$ cat config.mk
export PLATFORM = sky130hd
export DESIGN_NAME = uart_init_seq
export DESIGN_NICKNAME = d
export VERILOG_FILES = /design/src/rtl/uart_init_seq.sv
export SDC_FILE = /design/constraint.sdc
export NUM_CORES = 1
export LEC_CHECK = 0
export ABC_AREA = 0
export ABC_CLOCK_PERIOD_IN_PS = 6210
export BUFFER_PORTS_ARGS = -buffer_cell sky130_fd_sc_hd__buf_2
export CELL_PAD_IN_SITES_DETAIL_PLACEMENT = 1
export CELL_PAD_IN_SITES_GLOBAL_PLACEMENT = 2
export CORE_UTILIZATION = 31
export CTS_BUF_LIST = sky130_fd_sc_hd__clkbuf_8
export DETAILED_ROUTE_END_ITERATION = 16
export PLACE_DENSITY_LB_ADDON = 0.1
export SETUP_SLACK_MARGIN = 0.15
export SLEW_MARGIN = 5
export SYNTH_ARGS = -nofsm -noshare
export SYNTH_HDL_FRONTEND = slang
export SYNTH_SLANG_ARGS = --single-unit
$ cat constraint.sdc
create_clock -name clk -period 6.21 [get_ports clk]
set_input_delay 0.3105 -clock clk [delete_from_list [all_inputs] [get_ports clk]]
set_output_delay 0.3105 -clock clk [all_outputs]
set_load 0.02 [all_outputs]
$ cat src/rtl/uart_init_seq.sv
// AXI4-Lite configuration master that brings up the UART: writes the baud divisor,
// writes the control word, then reads control back and compares it under a mask.
module uart_init_seq #(
  parameter int unsigned           ADDR_WIDTH   = 32,
  parameter int unsigned           DATA_WIDTH   = 32,
  parameter logic [63:0]           BASE_OFFSET  = 64'h0,
  parameter logic [63:0]           BAUD_OFFSET  = 64'h10,
  parameter logic [63:0]           CTRL_OFFSET  = 64'h14,
  parameter logic [DATA_WIDTH-1:0] CTRL_RB_MASK = 32'hFFFF_FFFF,
  parameter int unsigned           TIMEOUT_CYC  = 1024
) (
  input  logic                      clk,
  input  logic                      rst,
  input  logic                      start,
  input  logic [DATA_WIDTH-1:0]     baud_div,
  input  logic [DATA_WIDTH-1:0]     ctrl_word,
  output logic                      busy,
  output logic                      done,
  output logic                      err,
  output logic [1:0]                err_code,
  output logic [ADDR_WIDTH-1:0]     m_awaddr,
  output logic                      m_awvalid,
  input  logic                      m_awready,
  output logic [DATA_WIDTH-1:0]     m_wdata,
  output logic [DATA_WIDTH/8-1:0]   m_wstrb,
  output logic                      m_wvalid,
  input  logic                      m_wready,
  input  logic [1:0]                m_bresp,
  input  logic                      m_bvalid,
  output logic                      m_bready,
  output logic [ADDR_WIDTH-1:0]     m_araddr,
  output logic                      m_arvalid,
  input  logic                      m_arready,
  input  logic [DATA_WIDTH-1:0]     m_rdata,
  input  logic [1:0]                m_rresp,
  input  logic                      m_rvalid,
  output logic                      m_rready
);

  // A beat transfers on the rising edge where valid and ready are both high; a valid,
  // once raised, holds its address/data stable until that edge (or a timeout/reset).

  localparam logic [63:0]           BAUD_SUM   = BASE_OFFSET + BAUD_OFFSET;
  localparam logic [63:0]           CTRL_SUM   = BASE_OFFSET + CTRL_OFFSET;
  localparam logic [ADDR_WIDTH-1:0] BAUD_ADDR  = BAUD_SUM[ADDR_WIDTH-1:0];
  localparam logic [ADDR_WIDTH-1:0] CTRL_ADDR  = CTRL_SUM[ADDR_WIDTH-1:0];
  localparam logic [15:0]           TIMER_LAST = 16'(TIMEOUT_CYC - 1);

  typedef enum logic [2:0] {
    S_IDLE, S_WR_BAUD, S_B_BAUD, S_WR_CTRL, S_B_CTRL, S_RD_CTRL, S_R_CTRL, S_ERR
  } state_t;

  state_t                state, state_n;
  logic [15:0]           timer;
  logic                  aw_done, w_done;
  logic                  aw_hs, w_hs, wr_both, timer_hit, seq_ok;
  logic [1:0]            fail_code;
  logic [DATA_WIDTH-1:0] ctrl_q;

  assign aw_hs     = m_awvalid && m_awready;
  assign w_hs      = m_wvalid && m_wready;
  assign wr_both   = (aw_done || aw_hs) && (w_done || w_hs);
  assign timer_hit = (timer == TIMER_LAST);

  // Valids/readies decode straight from state so an asynchronous reset drops them at once.
  assign m_awvalid = ((state == S_WR_BAUD) || (state == S_WR_CTRL)) && !aw_done;
  assign m_wvalid  = ((state == S_WR_BAUD) || (state == S_WR_CTRL)) && !w_done;
  assign m_bready  = (state == S_B_BAUD) || (state == S_B_CTRL);
  assign m_arvalid = (state == S_RD_CTRL);
  assign m_rready  = (state == S_R_CTRL);
  assign m_wstrb   = '1;

  always_ff @(posedge clk or posedge rst) begin
    if (rst) state <= S_IDLE;
    else     state <= state_n;
  end

  always_comb begin
    state_n   = state;
    fail_code = 2'd0;
    seq_ok    = 1'b0;
    case (state)
      S_IDLE: if (start) state_n = S_WR_BAUD;
      S_WR_BAUD, S_WR_CTRL: begin
        if (wr_both) state_n = (state == S_WR_BAUD) ? S_B_BAUD : S_B_CTRL;
        else if (timer_hit) begin
          state_n   = S_ERR;
          fail_code = 2'd3;
        end
      end
      S_B_BAUD, S_B_CTRL: begin
        if (m_bvalid) begin
          if (m_bresp == 2'b00) state_n = (state == S_B_BAUD) ? S_WR_CTRL : S_RD_CTRL;
          else begin
            state_n   = S_ERR;
            fail_code = 2'd1;
          end
        end else if (timer_hit) begin
          state_n   = S_ERR;
          fail_code = 2'd3;
        end
      end
      S_RD_CTRL: begin
        if (m_arready) state_n = S_R_CTRL;
        else if (timer_hit) begin
          state_n   = S_ERR;
          fail_code = 2'd3;
        end
      end
      S_R_CTRL: begin
        if (m_rvalid) begin
          if (m_rresp != 2'b00) begin
            state_n   = S_ERR;
            fail_code = 2'd1;
          end else if (((m_rdata ^ ctrl_q) & CTRL_RB_MASK) != '0) begin
            state_n   = S_ERR;
            fail_code = 2'd2;
          end else begin
            state_n = S_IDLE;
            seq_ok  = 1'b1;
          end
        end else if (timer_hit) begin
          state_n   = S_ERR;
          fail_code = 2'd3;
        end
      end
      S_ERR:   state_n = S_IDLE;
      default: state_n = S_IDLE;
    endcase
  end

  always_ff @(posedge clk or posedge rst) begin
    if (rst) begin
      timer    <= '0;
      aw_done  <= 1'b0;
      w_done   <= 1'b0;
      busy     <= 1'b0;
      done     <= 1'b0;
      err      <= 1'b0;
      err_code <= 2'd0;
      m_awaddr <= '0;
      m_araddr <= '0;
      m_wdata  <= '0;
      ctrl_q   <= '0;
    end else begin
      done <= seq_ok;
      if (state_n != state) begin
        timer   <= '0;
        aw_done <= 1'b0;
        w_done  <= 1'b0;
      end else begin
        if (state != S_IDLE) timer <= timer + 16'd1;
        if (aw_hs) aw_done <= 1'b1;
        if (w_hs)  w_done  <= 1'b1;
      end
      // Bus address/data are loaded one state ahead so they are stable when valid rises.
      case (state)
        S_IDLE: if (start) begin
          busy     <= 1'b1;
          err      <= 1'b0;
          err_code <= 2'd0;
          ctrl_q   <= ctrl_word;
          m_awaddr <= BAUD_ADDR;
          m_wdata  <= baud_div;
        end
        S_B_BAUD: if (state_n == S_WR_CTRL) begin
          m_awaddr <= CTRL_ADDR;
          m_wdata  <= ctrl_q;
        end
        S_B_CTRL: if (state_n == S_RD_CTRL) m_araddr <= CTRL_ADDR;
        default: ;
      endcase
      if (state_n == S_ERR) begin
        err      <= 1'b1;
        err_code <= fail_code;
        busy     <= 1'b0;
      end
      if (seq_ok) busy <= 1'b0;
    end
  end

endmodule

Word-level counts from Yosys, hierarchy flattened:

Cells that the tools add are included.

* register bits after elaboration: 123
* bits of input ports: 108
* output and inout port bits: 110
* logic and storage cells: 106

* add/subtract/negate cells: 1
* equal/unequal tests: 14
* mux-type cells: 47
* bitwise operators: 1
* reductions and logical operators: 31

Operator list (count)
* 2-to-1 mux 32 bit: 4
* case mux 32 bit (2 select lines): 2
* 2-to-1 mux 3 bit: 11
* 2-to-1 mux 16 bit: 2
* nonzero test 32 bit: 1
* bitwise XOR 32 bit: 1
* 2-to-1 mux 2 bit: 10
* equality test 3 bit (second input constant): 6
* case mux 3 bit (6 select lines): 1
* adder 16 x 1 -> 16 bit (second input constant): 1
* equality test 16 x 10 -> 1 bit (second input constant): 1
* 2-to-1 mux 1 bit: 16
* nonzero test 2 bit: 7
* equality test 3 x 2 -> 1 bit (second input constant): 3
* nonzero test 3 bit: 3
* case mux 2 bit (4 select lines): 1
* AND reduction 2 bit: 4
* logical AND 1 bit: 5
* logical OR 1 bit: 4
* OR reduction 2 bit: 2
* equality test 3 x 1 -> 1 bit (second input constant): 1
* logical NOT 3 bit: 1
* != test 3 bit: 1
* AND reduction 3 bit: 1
* other kinds (4): 5

Depth between registers and ports, before layout:

* word-level depth: 11
* depth in mapped cells: 10
* depth with buffers taken out: 7

Worst setup path after synthesis:

OpenSTA, ideal clock, no wires.

* kind: reg-to-reg
* start point: register timer[0]
* end point: register timer[0]
* library setup time: 101 ps
* arrival time: 2128 ps
* required time: 6109 ps
* slack: 3981 ps
* stages on the path, launching flop included: 10
* clock period less this slack: 2229 ps
* path through: dfrtp_1 ha_1 and3_1 clkbuf_1 a41oi_1 nor3_1 a22oi_1 o22ai_2 buf_2 nor4_1

* cells in the longest elaborated chain, start to end: 6

Ends and longest elaborated chain
* start: declaration: line 54 `logic [15:0] timer;`
* start signal: assignment: line 152 `if (state != S_IDLE) timer <= timer + 16'd1;`
* equality test 16 x 10 -> 1 bit: line 63 `assign timer_hit = (timer == TIMER_LAST);`
* 2-to-1 mux 3 bit
* 2-to-1 mux 3 bit, on equally long branches
* case mux 3 bit (6 select lines): line 82 `case (state)`
* != test 3 bit: line 147 `if (state_n != state) begin`
* 2-to-1 mux 16 bit / nonzero test 2 bit (equally long branches)

Several ways; a longest one is shown, not always the timed one. The select of a mux whose other input is x is not followed.
A chain may end at the register's enable or synchronous reset.

Final worst setup path:

* start point: register state[0]
* end point: register m_wdata[18]

* cells in the longest elaborated chain, start to end: 11

Ends and longest elaborated chain
* start: declaration: line 53 `state_t state, state_n;`
* start signal: assignment: line 75 `else state <= state_n;`
* equality test 3 x 1 -> 1 bit / equality test 3 x 2 -> 1 bit (equally long branches)
* logical OR 1 bit: line 66, 67
* logical AND 1 bit, on equally long branches: line 66, 67
* logical AND 1 bit, on equally long branches: line 60, 61
* logical OR 1 bit: line 62 `assign wr_both = (aw_done || aw_hs) && (w_done || w_hs);`
* logical AND 1 bit: line 62
* 2-to-1 mux 3 bit: line 85 `if (wr_both) state_n = (state == S_WR_BAUD) ? S_B_BAUD : S_B_CTRL;`
* case mux 3 bit (6 select lines): line 82
* equality test 3 x 2 -> 1 bit: line 166 `S_B_BAUD: if (state_n == S_WR_CTRL) begin`
* != test 2 x 1 -> 1 bit (no line)
* AND reduction 3 bit (no line)
* end signal: assignment: line 164 `m_wdata <= baud_div;`
* end signal: assignment: line 168 `m_wdata <= ctrl_q;`
* end: declaration: line 24 `output logic [DATA_WIDTH-1:0] m_wdata,`

Several ways; a longest one is shown, not always the timed one.

==> impl_metrics.py <==
metrics = {
    "run_status": {
        "status": "finished, violations left",
        "violations": "hold timing",
    },
    "clock_tree": {
        "post_cts_buffers": 0,
        "tritoncts": "yes",
        "cts-resized-gates": 0,
        "clock_sinks": 93,
        "cts_root_buffer": "clkbuf_8",
        "clk_pin_slew_ns": 0.10,
        "cts_buffer_depth": 2,
        "cts_hold_buf": 0,
        "htreeDepth": 3,
        "numCtsBuffers": 9,
        "clk_latency_ns": 0.38,
    },
    "floorplan": {
        "io_pins": 218,
        "core_mm2": 0.0172,
        "die-area_mm2": 0.0181,
        "row_count": 48,
        "die_h_um": 135,
        "initial_core_util": 0.316,
        "die_x_um": 135,
    },
    "synthesis": {
        "synthArstFlopShare": 1.00,
        "synth_edf_count": 0,
        "syn-cell-area_mm2": 0.00545,
        "synthFlopType": "dfrtp_1",
        "synth.distinct_cells": 55,
        "seq_area_frac_synth": 0.427,
        "synth_seq_cells": 93,
        "yosysMostFrequentCell": "nand2_1",
        "synth_area_leaders": "dfrtp_1 43%, nand2_1 10%, buf_4 9.0%",
        "synth_top_area_frac": 0.427,
        "yosysTopAreaCell": "dfrtp_1",
        "ys_warn_count": 0,
        "syn_area_per_cell_um2": 9.09,
        "netlist_instances": 599,
        "synth_commonest_cells": "150 x nand2_1, 93 x dfrtp_1, 65 x buf_4",
    },
    "final_layout": {
        "fillCellCount": 2064,
        "syn2layout_area_growth_pct": 17.0,
        "drive_gt1_frac": 0.255,
        "multi_input_area_mm2": 0.00274,
        "nets": 845,
        "ff_latch_area_mm2": 0.00233,
    },
    "setup_path": {
        "worstPathRequired_ns": 6.44,
        "endpoint_kind": "flip-flop",
        "crit_type": "flip-flop to flip-flop",
        "cp.arrival_ns": 3.05,
        "crit_fanout": 35,
        "r2r-start": "state[0]$_DFF_PP0_",
        "critPathLaunch": "state[0]$_DFF_PP0_",
        "crit_path_start_kind": "flip-flop",
    },
    "route": {
        "vias": 4526,
        "vias_per_cell": 4.68,
        "antenna_left": 0,
        "drt_iter0_markers": 172,
        "drc": 0,
        "avgRoutedWirePerCell_um": 17.0,
        "wl_um": 16500,
        "first_pass_iters": 4,
    },
    "place": {
        "place.gp.congestion": 0.800,
        "dp_hpwl_um": 12500,
        "pre_cts_slack_ns": 3.37,
        "port_buffers": 153,
    },
    "power": {
        "power_density_mw_per_mm2": 436,
        "ir_drop_mv": 0.157,
        "p_leak_nw": 3.11,
    },
    "sta": {
        "finalSetupTns_ns": 0,
        "whs_ns": -0.00509,
        "setup_slack_ns": 3.39,
        "hold_viol": 3,
        "slew-limit-headroom": 0.243,
        "max_clock_freq_mhz": 355,
        "fin_worst_skew_ns": 0.0148,
        "setup_viol": 0,
        "rsz0062_at_grt": "no",
        "fin_crit_ns": 2.82,
        "drv_slew": 0,
        "max_slew.worst_pin.slew_ns": 1.13,
        "period_share": 0.454,
    },
    "global_routing": {
        "grt_max_degree": 49,
        "gr-usage-all-layers": 0.189,
        "grt_pass1_vias": 4827,
        "overflow": 0,
        "grt_pass1_wl_um": 26100,
        "antenna_found_initial": 2,
    },
    "min_path": {
        "min_path_type": "input pin to asynchronous set/reset pin",
    },
    "run": {
        "drv_cap": 0,
    },
}
[cell usage in the layout, fill, tap and decap left out, types with 2 or more instances in the layout]
cell,netlist,routed
nor4_2,2,2
inv_1,3,4
nor2_1,16,16
and3b_1,2,2
a21oi_1,7,6
a221oi_2,2,2
or4_1,2,2
nand2_1,150,150
conb_1,2,64
o21ai_0,35,35
xor2_1,20,20
bufinv_16,0,2
mux2i_1,34,34
and3_1,2,2
a22oi_1,2,2
nor2b_1,2,2
o211a_1,2,2
dfrtp_1,93,93
nand4_1,15,15
o22ai_1,4,4
clkbuf_8,0,9
xnor2_1,29,29
clkinv_2,0,3
nand2b_1,6,6
and4_1,4,4
or3_1,3,3
nor3b_1,6,5
a41oi_1,2,2
nor4_1,24,24
nor3_1,9,9
buf_2,5,153
nand4b_1,2,2
nand3_1,4,4
buf_4,65,5
[critical path: stages, from the launching register on]
cell and delay, ns:
dfrtp_1 0.79, nor3_1 0.19, and2_1 0.20, buf_4 0.26, a21oi_4 0.60, buf_4 0.43, o21ai_0 0.18
[power breakdown]
| group | switching (mW) | internal (mW) | total, mW |
|---|---|---|---|
| clock | 0.228 | 0.222 | 0.450 |
| combinational | 0.808 | 0.460 | 1.27 |
| sequential | 0.230 | 0.833 | 1.06 |
| total | 1.27 | 1.52 | 2.78 |
[layer usage]
layer | GRT usage | up-vias | part of all wire
met3 | 0.0428 | 20 | 0.054
met5 | 0 | - | 0.0010
li1 | - | 2192 | -
met2 | 0.318 | 131 | 0.49
met1 | 0.235 | 2181 | 0.43
met4 | 0.0718 | 2 | 0.018
[registers in the layout, indices dropped and copies added, names as in the netlist]
| signal | count |
|---|---|
| ctrl_q | 32 |
| m_wdata | 32 |
| timer | 16 |
| state | 3 |
| err_code | 2 |
| m_awaddr | 2 |
| aw_done | 1 |
| busy | 1 |
| done | 1 |
| err | 1 |
| m_araddr | 1 |
| w_done | 1 |
[cell type report]
cell class / instances / area share
clock inverter: 7 / 0.0130
tap: 225 / 0.0442
inverter: 3 / 0.00216
multi-input combinational: 471 / 0.430
sequential: 93 / 0.365
timing repair buffer: 158 / 0.126
antenna: 1 / 0.000393
clock buffer: 9 / 0.0194
[through the flow]
step	instance area, um^2	std cells	power [mW]	hold slack (ns)	util
2_1_floorplan	5680	661	1.99	0.416	-
3_3_place_gp	6160	950	2.34	0.449	0.358
5_1_grt	6370	966	3.01	0.0421	0.370
4_1_cts	6370	966	2.83	0.0240	0.370
3_5_place_dp	6160	950	2.37	0.451	0.358
6_report	6370	967	2.78	-0.00509	0.370
[worst paths after layout]
kind	endpoint	slack (ns)	cells after the start
max	m_wdata[18]$_DFFE_PP0P_	3.39	6
min reg2reg	m_awaddr[4]$_DFFE_PP0P_	0.48	1
max in group asynchronous	m_wdata[8]$_DFFE_PP0P_	5.09	3
min in group clk	ctrl_q[12]$_DFFE_PP0P_	0.12	3
max reg2reg	m_wdata[18]$_DFFE_PP0P_	3.39	6
min	m_wdata[21]$_DFFE_PP0P_	-0.005	2
[cells by family after synthesis]
group,Yosys count,share of synthesized area
xor+xnor,49,0.0788
other cells,2,0.00138
simple gates,256,0.229
buf+inv,97,0.116
mux,35,0.0646
fa+ha+maj,1,0.00230
flops,93,0.427
compound gates,66,0.0816
No activity file was read; power rests on OpenSTA's default activity.
